--- src/rtl/cam_param.sv ---
// cam_param: parametrised content-addressable memory with registered search
// results, masked search, per-entry invalidate, flush and free-slot allocation.
// Ports:
//   clk, rst_i (async active-low)
//   write_enable_i/write_index_i/write_data_i : explicit write, entry becomes valid
//   alloc_i -> alloc_ok_o/alloc_index_o (registered), full_o (combinational)
//   invalidate_i/invalidate_index_i, flush_i : valid-bit clearing
//   read_index_i -> read_value_o/read_valid_o (combinational)
//   search_enable_i/search_data_i/search_mask_i -> search_valid_o/search_index_o/
//     search_multi_o/search_count_o (registered, one cycle after the search edge)
module cam_param #(
  parameter  int unsigned WIDTH = 32,
  parameter  int unsigned DEPTH = 32,
  localparam int unsigned IDX_W = $clog2(DEPTH),
  localparam int unsigned CNT_W = $clog2(DEPTH + 1)
) (
  input  logic             clk,
  input  logic             rst_i,
  input  logic             write_enable_i,
  input  logic [IDX_W-1:0] write_index_i,
  input  logic [WIDTH-1:0] write_data_i,
  input  logic             alloc_i,
  output logic             alloc_ok_o,
  output logic [IDX_W-1:0] alloc_index_o,
  output logic             full_o,
  input  logic             invalidate_i,
  input  logic [IDX_W-1:0] invalidate_index_i,
  input  logic             flush_i,
  input  logic [IDX_W-1:0] read_index_i,
  output logic [WIDTH-1:0] read_value_o,
  output logic             read_valid_o,
  input  logic             search_enable_i,
  input  logic [WIDTH-1:0] search_data_i,
  input  logic [WIDTH-1:0] search_mask_i,
  output logic             search_valid_o,
  output logic [IDX_W-1:0] search_index_o,
  output logic             search_multi_o,
  output logic [CNT_W-1:0] search_count_o
);

  logic [WIDTH-1:0] data_q [DEPTH];
  logic [WIDTH-1:0] data_d [DEPTH];
  logic [DEPTH-1:0] valid_q, valid_d;

  logic             alloc_ok_q, alloc_ok_d;
  logic [IDX_W-1:0] alloc_index_q, alloc_index_d;

  logic             search_valid_q, search_valid_d;
  logic [IDX_W-1:0] search_index_q, search_index_d;
  logic             search_multi_q, search_multi_d;
  logic [CNT_W-1:0] search_count_q, search_count_d;

  logic [DEPTH-1:0] hit_c;
  logic [IDX_W-1:0] hit_idx_c;
  logic [CNT_W-1:0] hit_cnt_c;
  logic             hit_found_c;

  logic [IDX_W-1:0] free_idx_c;
  logic             free_found_c;

  // Full flag tracks the current valid bits.
  assign full_o = &valid_q;

  // Combinational read; indices with no backing entry read as zero.
  always_comb begin
    read_value_o = '0;
    read_valid_o = 1'b0;
    for (int i = 0; i < int'(DEPTH); i++) begin
      if (read_index_i == IDX_W'(i)) begin
        read_value_o = data_q[i];
        read_valid_o = valid_q[i];
      end
    end
  end

  // Match vector, lowest-hit priority encoder and hit population count.
  always_comb begin
    hit_idx_c   = '0;
    hit_cnt_c   = '0;
    hit_found_c = 1'b0;
    for (int i = 0; i < int'(DEPTH); i++) begin
      hit_c[i] = valid_q[i] && (((data_q[i] ^ search_data_i) & search_mask_i) == '0);
      hit_cnt_c = hit_cnt_c + CNT_W'(hit_c[i]);
      if (hit_c[i] && !hit_found_c) begin
        hit_idx_c   = IDX_W'(i);
        hit_found_c = 1'b1;
      end
    end
  end

  // Lowest free entry, from pre-edge valid bits.
  always_comb begin
    free_idx_c   = '0;
    free_found_c = 1'b0;
    for (int i = 0; i < int'(DEPTH); i++) begin
      if (!valid_q[i] && !free_found_c) begin
        free_idx_c   = IDX_W'(i);
        free_found_c = 1'b1;
      end
    end
  end

  // Next-state for the array and the registered result outputs.
  always_comb begin
    data_d         = data_q;
    valid_d        = valid_q;
    alloc_ok_d     = 1'b0;
    alloc_index_d  = '0;
    search_valid_d = 1'b0;
    search_index_d = '0;
    search_multi_d = 1'b0;
    search_count_d = '0;

    if (flush_i) begin
      valid_d = '0;
    end else begin
      // Invalidate first so a same-index write overrides it.
      if (invalidate_i) begin
        for (int i = 0; i < int'(DEPTH); i++) begin
          if (invalidate_index_i == IDX_W'(i)) valid_d[i] = 1'b0;
        end
      end
      if (write_enable_i) begin
        for (int i = 0; i < int'(DEPTH); i++) begin
          if (write_index_i == IDX_W'(i)) begin
            data_d[i]  = write_data_i;
            valid_d[i] = 1'b1;
          end
        end
      end else if (alloc_i && free_found_c) begin
        for (int i = 0; i < int'(DEPTH); i++) begin
          if (free_idx_c == IDX_W'(i)) begin
            data_d[i]  = write_data_i;
            valid_d[i] = 1'b1;
          end
        end
        alloc_ok_d    = 1'b1;
        alloc_index_d = free_idx_c;
      end
    end

    // Search sees only pre-edge state; results live for one cycle.
    if (search_enable_i) begin
      search_valid_d = hit_found_c;
      search_index_d = hit_idx_c;
      search_multi_d = (hit_cnt_c > CNT_W'(1));
      search_count_d = hit_cnt_c;
    end
  end

  // State and result registers.
  always_ff @(posedge clk or negedge rst_i) begin
    if (!rst_i) begin
      for (int i = 0; i < int'(DEPTH); i++) data_q[i] <= '0;
      valid_q        <= '0;
      alloc_ok_q     <= 1'b0;
      alloc_index_q  <= '0;
      search_valid_q <= 1'b0;
      search_index_q <= '0;
      search_multi_q <= 1'b0;
      search_count_q <= '0;
    end else begin
      for (int i = 0; i < int'(DEPTH); i++) data_q[i] <= data_d[i];
      valid_q        <= valid_d;
      alloc_ok_q     <= alloc_ok_d;
      alloc_index_q  <= alloc_index_d;
      search_valid_q <= search_valid_d;
      search_index_q <= search_index_d;
      search_multi_q <= search_multi_d;
      search_count_q <= search_count_d;
    end
  end

  assign alloc_ok_o     = alloc_ok_q;
  assign alloc_index_o  = alloc_index_q;
  assign search_valid_o = search_valid_q;
  assign search_index_o = search_index_q;
  assign search_multi_o = search_multi_q;
  assign search_count_o = search_count_q;

endmodule

--- config.mk ---
export PLATFORM = sky130hd
export DESIGN_NAME = cam_param
export DESIGN_NICKNAME = d
export VERILOG_FILES = /design/src/rtl/cam_param.sv
export SDC_FILE = /design/constraint.sdc
export NUM_CORES = 2
export LEC_CHECK = 0
export CAP_MARGIN = 20
export CORE_MARGIN = 2
export CORE_UTILIZATION = 50
export CTS_BUF_LIST = sky130_fd_sc_hd__clkbuf_4
export CTS_CLUSTER_SIZE = 16
export DETAILED_ROUTE_END_ITERATION = 8
export GPL_TIMING_DRIVEN = 0
export PLACE_DENSITY_LB_ADDON = 0.12
export SLEW_MARGIN = 30
export SYNTH_ARGS = -nofsm -noshare
export SYNTH_HDL_FRONTEND = slang
export SYNTH_SLANG_ARGS = --single-unit
--- constraint.sdc ---
create_clock -name clk -period 11.6 [get_ports clk]
set_clock_uncertainty 0.1 [all_clocks]
set_input_delay 2.32 -clock clk [delete_from_list [all_inputs] [get_ports clk]]
set_output_delay 2.32 -clock clk [all_outputs]
set_load 0.01 [all_outputs]
==> run summary, run 1 <==
status = stopped before the end
failing step = global routing (5_1_grt)
tool error = [ERROR GRT-0116] Global routing finished with congestion. Check the congestion regions in the DRC Viewer.
CTS resizes = 0
routability congestion estimate = 1.17
Tot GR Track Use = 0.719
Max clock buf depth = 4
clock sinks = 1075
H-tree depth = 5
asr flop ratio synth = 1.00
synthesized area per cell = 11.2 um^2
Gate Count Post-Synth = 5968
DP Cell Count = 7907
Die Ht = 369 um
Post-Syn Area = 66600 um^2
Yosys top cell by area = dfrtp_1
row count = 133
pin count of the biggest net entering global routing = 129
IO Pins = 171
Remaining Overflow, GRT = 150
PortBufs = 134
CTS Hold Bufs = 0
EDFF count, synth = 0
number of buffers created by CTS = 330
Place WS = 0.0395 ns
dominant synthesized flop cell = dfrtp_1
Post CTS Setup Buffer Count = 0
Syn Nets = 6119
dpl hpwl = 344 mm
Initial Util = 0.506
clk root buf = clkbuf_4
first-pass GRT wire length = 657 mm
register area share after synthesis = 0.404
vias in the first global route = 67100
Seq cells post-synth = 1075
die span in x = 369 um
share of the synthesized area in the top cell type = 0.404
largest cells by area after synthesis = dfrtp_1, xor2_1, mux2_2, mux2_4, a22oi_1
Ys Warns = 0
count of different cell masters after synthesis = 89
-- synthesized netlist by cell type (all sizes together), types with 17 or more instances --
cell type,n
mux2,1036
a211oi,23
nor2,153
mux2i,38
a22oi,401
o221ai,36
a21oi,160
nand4,137
a31oi,22
a22o,78
nor3,74
inv,57
nand2,255
buf,249
a222oi,42
a21o,17
nor2b,18
dfrtp,1075
and2,25
fa,24
xor2,1025
o22ai,113
nand3,73
o21ai,157
mux4,31
a221oi,101
clkbuf,321
o311ai,19
-- layer usage --
metal / overflow / GRT usage
met1: 0 / 0.760
met2: 86 / 0.866
met4: 64 / 0.679
met5: 0 / 0.224
met3: 0 / 0.555
-- stage by stage --
step	area [um^2]	hold WS [ns]
after CTS	75400	0.439
after detailed placement	71600	0.426
after floorplan	66600	0.406
after global placement	70200	0.419
-- kinds of logic after synthesis --
logic type / share of synthesized area
AOI/OAI and AO/OA: 0.139
xor gates and xnor gates: 0.135
adders and majority gates: 0.00890
buffers and inverters: 0.0454
DFF: 0.404
muxes: 0.208
and+or+nand+nor: 0.0605
==> run 2: changes to the inputs <==
--- a/config.mk
+++ b/config.mk
@@ -7,12 +7,10 @@
 export LEC_CHECK = 0
 export CAP_MARGIN = 20
 export CORE_MARGIN = 2
-export CORE_UTILIZATION = 50
-export CTS_BUF_LIST = sky130_fd_sc_hd__clkbuf_4
-export CTS_CLUSTER_SIZE = 16
+export CORE_UTILIZATION = 35
 export DETAILED_ROUTE_END_ITERATION = 8
 export GPL_TIMING_DRIVEN = 0
-export PLACE_DENSITY_LB_ADDON = 0.12
+export PLACE_DENSITY_LB_ADDON = 0.15
 export SLEW_MARGIN = 30
 export SYNTH_ARGS = -nofsm -noshare
 export SYNTH_HDL_FRONTEND = slang
==> run 2 against run 1 <==
Against the previous run:
- the flow now finishes, with violations (design-rule violations, negative setup slack)
- synthesized area stayed put
- synthesized cell count is the same
==> run summary, run 2 <==
status = complete, but fails checks
failing checks = design-rule violations, negative setup slack
Fill cells = 18500
crit path max fanout = 10
final setup margin = -0.371 ns
Gate Count Post-Synth = 5968 (unchanged)
HP Class = reg -> reg
register area share after synthesis = 0.404 (unchanged)
Rel. slew slack = 0.215
Yosys top cell by area = dfrtp_1
CTS tree = yes
Final setup viols = 8
worst-path cell chain = clkdlybuf4s50_1 -> clkbuf_1 -> inv_1 -> and3_1 -> clkbuf_1 -> nand2_1 -> clkbuf_2 -> nand2_1 -> nor4_1 -> o21ai_0 -> a31oi_1 -> o221ai_1 -> a21oi_1 -> clkdlybuf4s50_1
EDFF count, synth = 0 (unchanged)
IO Pins = 171 (unchanged)
Initial Util = 0.351 (-0.154)
clock sinks = 1075 (unchanged)
Placed Instance Area = 73300 um^2 (+2.4%)
clk root buf = clkbuf_16
P_sw = 5.01 mW
Synth top cells by count = dfrtp_1, xor2_1, mux2_2
first-pass GRT wire length = 631 mm
startpoint types = primary input
critical path arrival = 9.55 ns
Internal Power = 8.02 mW
Register-to-Register Setup Slack = 3.19 ns
share of the synthesized area in the top cell type = 0.404 (unchanged)
Post-Syn Area = 66600 um^2 (unchanged)
capturing element type of the critical path = output port
max reg flops = 1024
Worst-path clk slew = 0.06 ns
hold depth = 1
vias in the first global route = 58000
initial antenna violation count = 72
remaining antenna violation count after routing = 0
Sw Share = 0.384
asr flop ratio synth = 1.00 (unchanged)
routed len/inst = 55.5 um
Worst Hold Endpoint = data_q[547]$_DFFE_PN0P_
Worst-Skew Late Latency = 0.83 ns
area grow syn2layout = 17.2%
r2r endpoint = search_multi_o$_DFF_PN0_
largest cells by area after synthesis = dfrtp_1, xor2_1, mux2_2, mux2_4, a22oi_1
routed vias = 61800
Seq cells post-synth = 1075 (unchanged)
pin count of the biggest net entering global routing = 123
register share of total power = 0.396
most common cell after layout, fill and taps aside = dfrtp_1
Ys Warns = 0 (unchanged)
vias per inst = 6.87
DRC = 11
CTS Hold Bufs = 0 (unchanged)
Hold Crit Start = data_q[547]$_DFFE_PN0P_
share of cells above drive strength 1 = 0.280
Logic pwr share = 0.254
die span in x = 440 um (+19%)
RSZ-0062 raised after global routing = no
PortBufs = 134 (unchanged)
count leader, synth = dfrtp_1
Max clock buf depth = 3 (-1)
drt total wl = 499 mm
die footprint = 194000 um^2
Syn Nets = 6119 (unchanged)
count of different cell masters after synthesis = 89 (unchanged)
maxcap violations = 0
final hold violation count = 0
Lkg Pwr = 36.4 nW
Die Ht = 440 um (+19%)
Slew Limit Fails = 0
routability congestion estimate = 1.06 (-9.3%)
clock share of power = 0.350
Detailed Route Iter0 Violations = 10400
Post CTS Setup Buffer Count = 0 (unchanged)
r2r startpoint = data_q[902]$_DFFE_PN0P_
critical path required time = 9.18 ns
CP max stage delay = 0.73 ns
PwrDens = 167 nW/um^2
Tcrit/Tclk final = 1.03
synthesized area per cell = 11.2 um^2 (unchanged)
dpl hpwl = 399 mm (+16%)
Tot GR Track Use = 0.506
TritonRoute pass-1 iters = 9
most frequent cells in the layout = dfrtp_1, xor2_1, mux2_2
critical path's slowest cell = nor4_1
number of buffers created by CTS = 141 (-57%)
critical path type = in -> out
Layout Nets = 6478
hold_ws = 0.444 ns
dominant synthesized flop cell = dfrtp_1
largest reg by FF count = data_q
H-tree depth = 4 (-1)
fmax = 0.0835 GHz
CTS resizes = 0 (unchanged)
core area = 190000 um^2
row count = 160 (+20%)
Remaining Overflow, GRT = 0
Least-Margin Pin Slew = 1.18 ns
crit path time final = 11.97 ns
Place WS = 0.0893 ns (+0.0498 ns)
final instance area = 78100 um^2
peak supply drop = 0.148 mV
FF-to-FF path depth = 20
run 2: cell counts after synthesis:
No cell type changed its count.
run 2: area by class of cell:
| cell class | count | area, um^2 | share of cell area |
|---|---|---|---|
| antenna | 52 | 130 | 0.00167 |
| inverter | 58 | 218 | 0.00279 |
| clock buffer | 206 | 4110 | 0.0526 |
| sequential | 1075 | 26900 | 0.344 |
| clock inverter | 41 | 469 | 0.00601 |
| timing repair buffer | 216 | 3170 | 0.0405 |
| multi-input combinational | 4265 | 36900 | 0.473 |
| buffer | 570 | 3070 | 0.0393 |
| tap | 2511 | 3140 | 0.0402 |
run 2: kinds of logic after synthesis:
logic type | share of synthesized area
compound gates | 0.139
flops | 0.404
buf+inv | 0.0454
simple gates | 0.0605
mux | 0.208
fa+ha+maj | 0.00890
xor+xnor | 0.135
run 2: worst max path at each step:
stage / end / depth (start not counted) / startpoint
global route: read_value_o[29] / 14 / read_index_i[4]
detailed placement: read_value_o[12] / 14 / read_index_i[4]
finish: read_value_o[20] / 14 / read_index_i[4]
floorplan: search_multi_o$_DFF_PN0_ / 24 / search_data_i[26]
CTS: read_value_o[12] / 14 / read_index_i[4]
global placement: data_q[797]$_DFFE_PN0P_ / 1 / rst_i
run 2: per-stage QoR:
step                      power, mW  utilization  setup TNS [ns]  std cells
after global placement         8.15        0.375               -       8613
after detailed placement       8.24        0.387               0       8690
after CTS                      12.7        0.411               0       8937
final                          13.0        0.412           -2.12       8994
after global routing           13.1        0.412               0       8948
after floorplan                6.24            -               0       5968
run 2: layer usage:
layer,GRT usage,part of all wire
met5,0.00447,0.00034
met4,0.505,0.12
met3,0.135,0.093
met2,0.736,0.42
met1,0.594,0.36
run 2: worst max-delay path: cells and delay by family:
family	cells	cell delay [ns]
buf+inv	6	3.34
simple gates	4	2.24
compound gates	4	1.59
run 2: power groups by stage:
stage	clock network [mW]	logic (mW)	registers [mW]
2_1_floorplan	0	1.55	4.68
3_3_place_gp	0	2.98	5.17
3_5_place_dp	0	3.08	5.16
4_1_cts	4.55	3.09	5.10
5_1_grt	4.70	3.25	5.15
6_report	4.56	3.30	5.16
No activity file was read; power rests on OpenSTA's default activity.
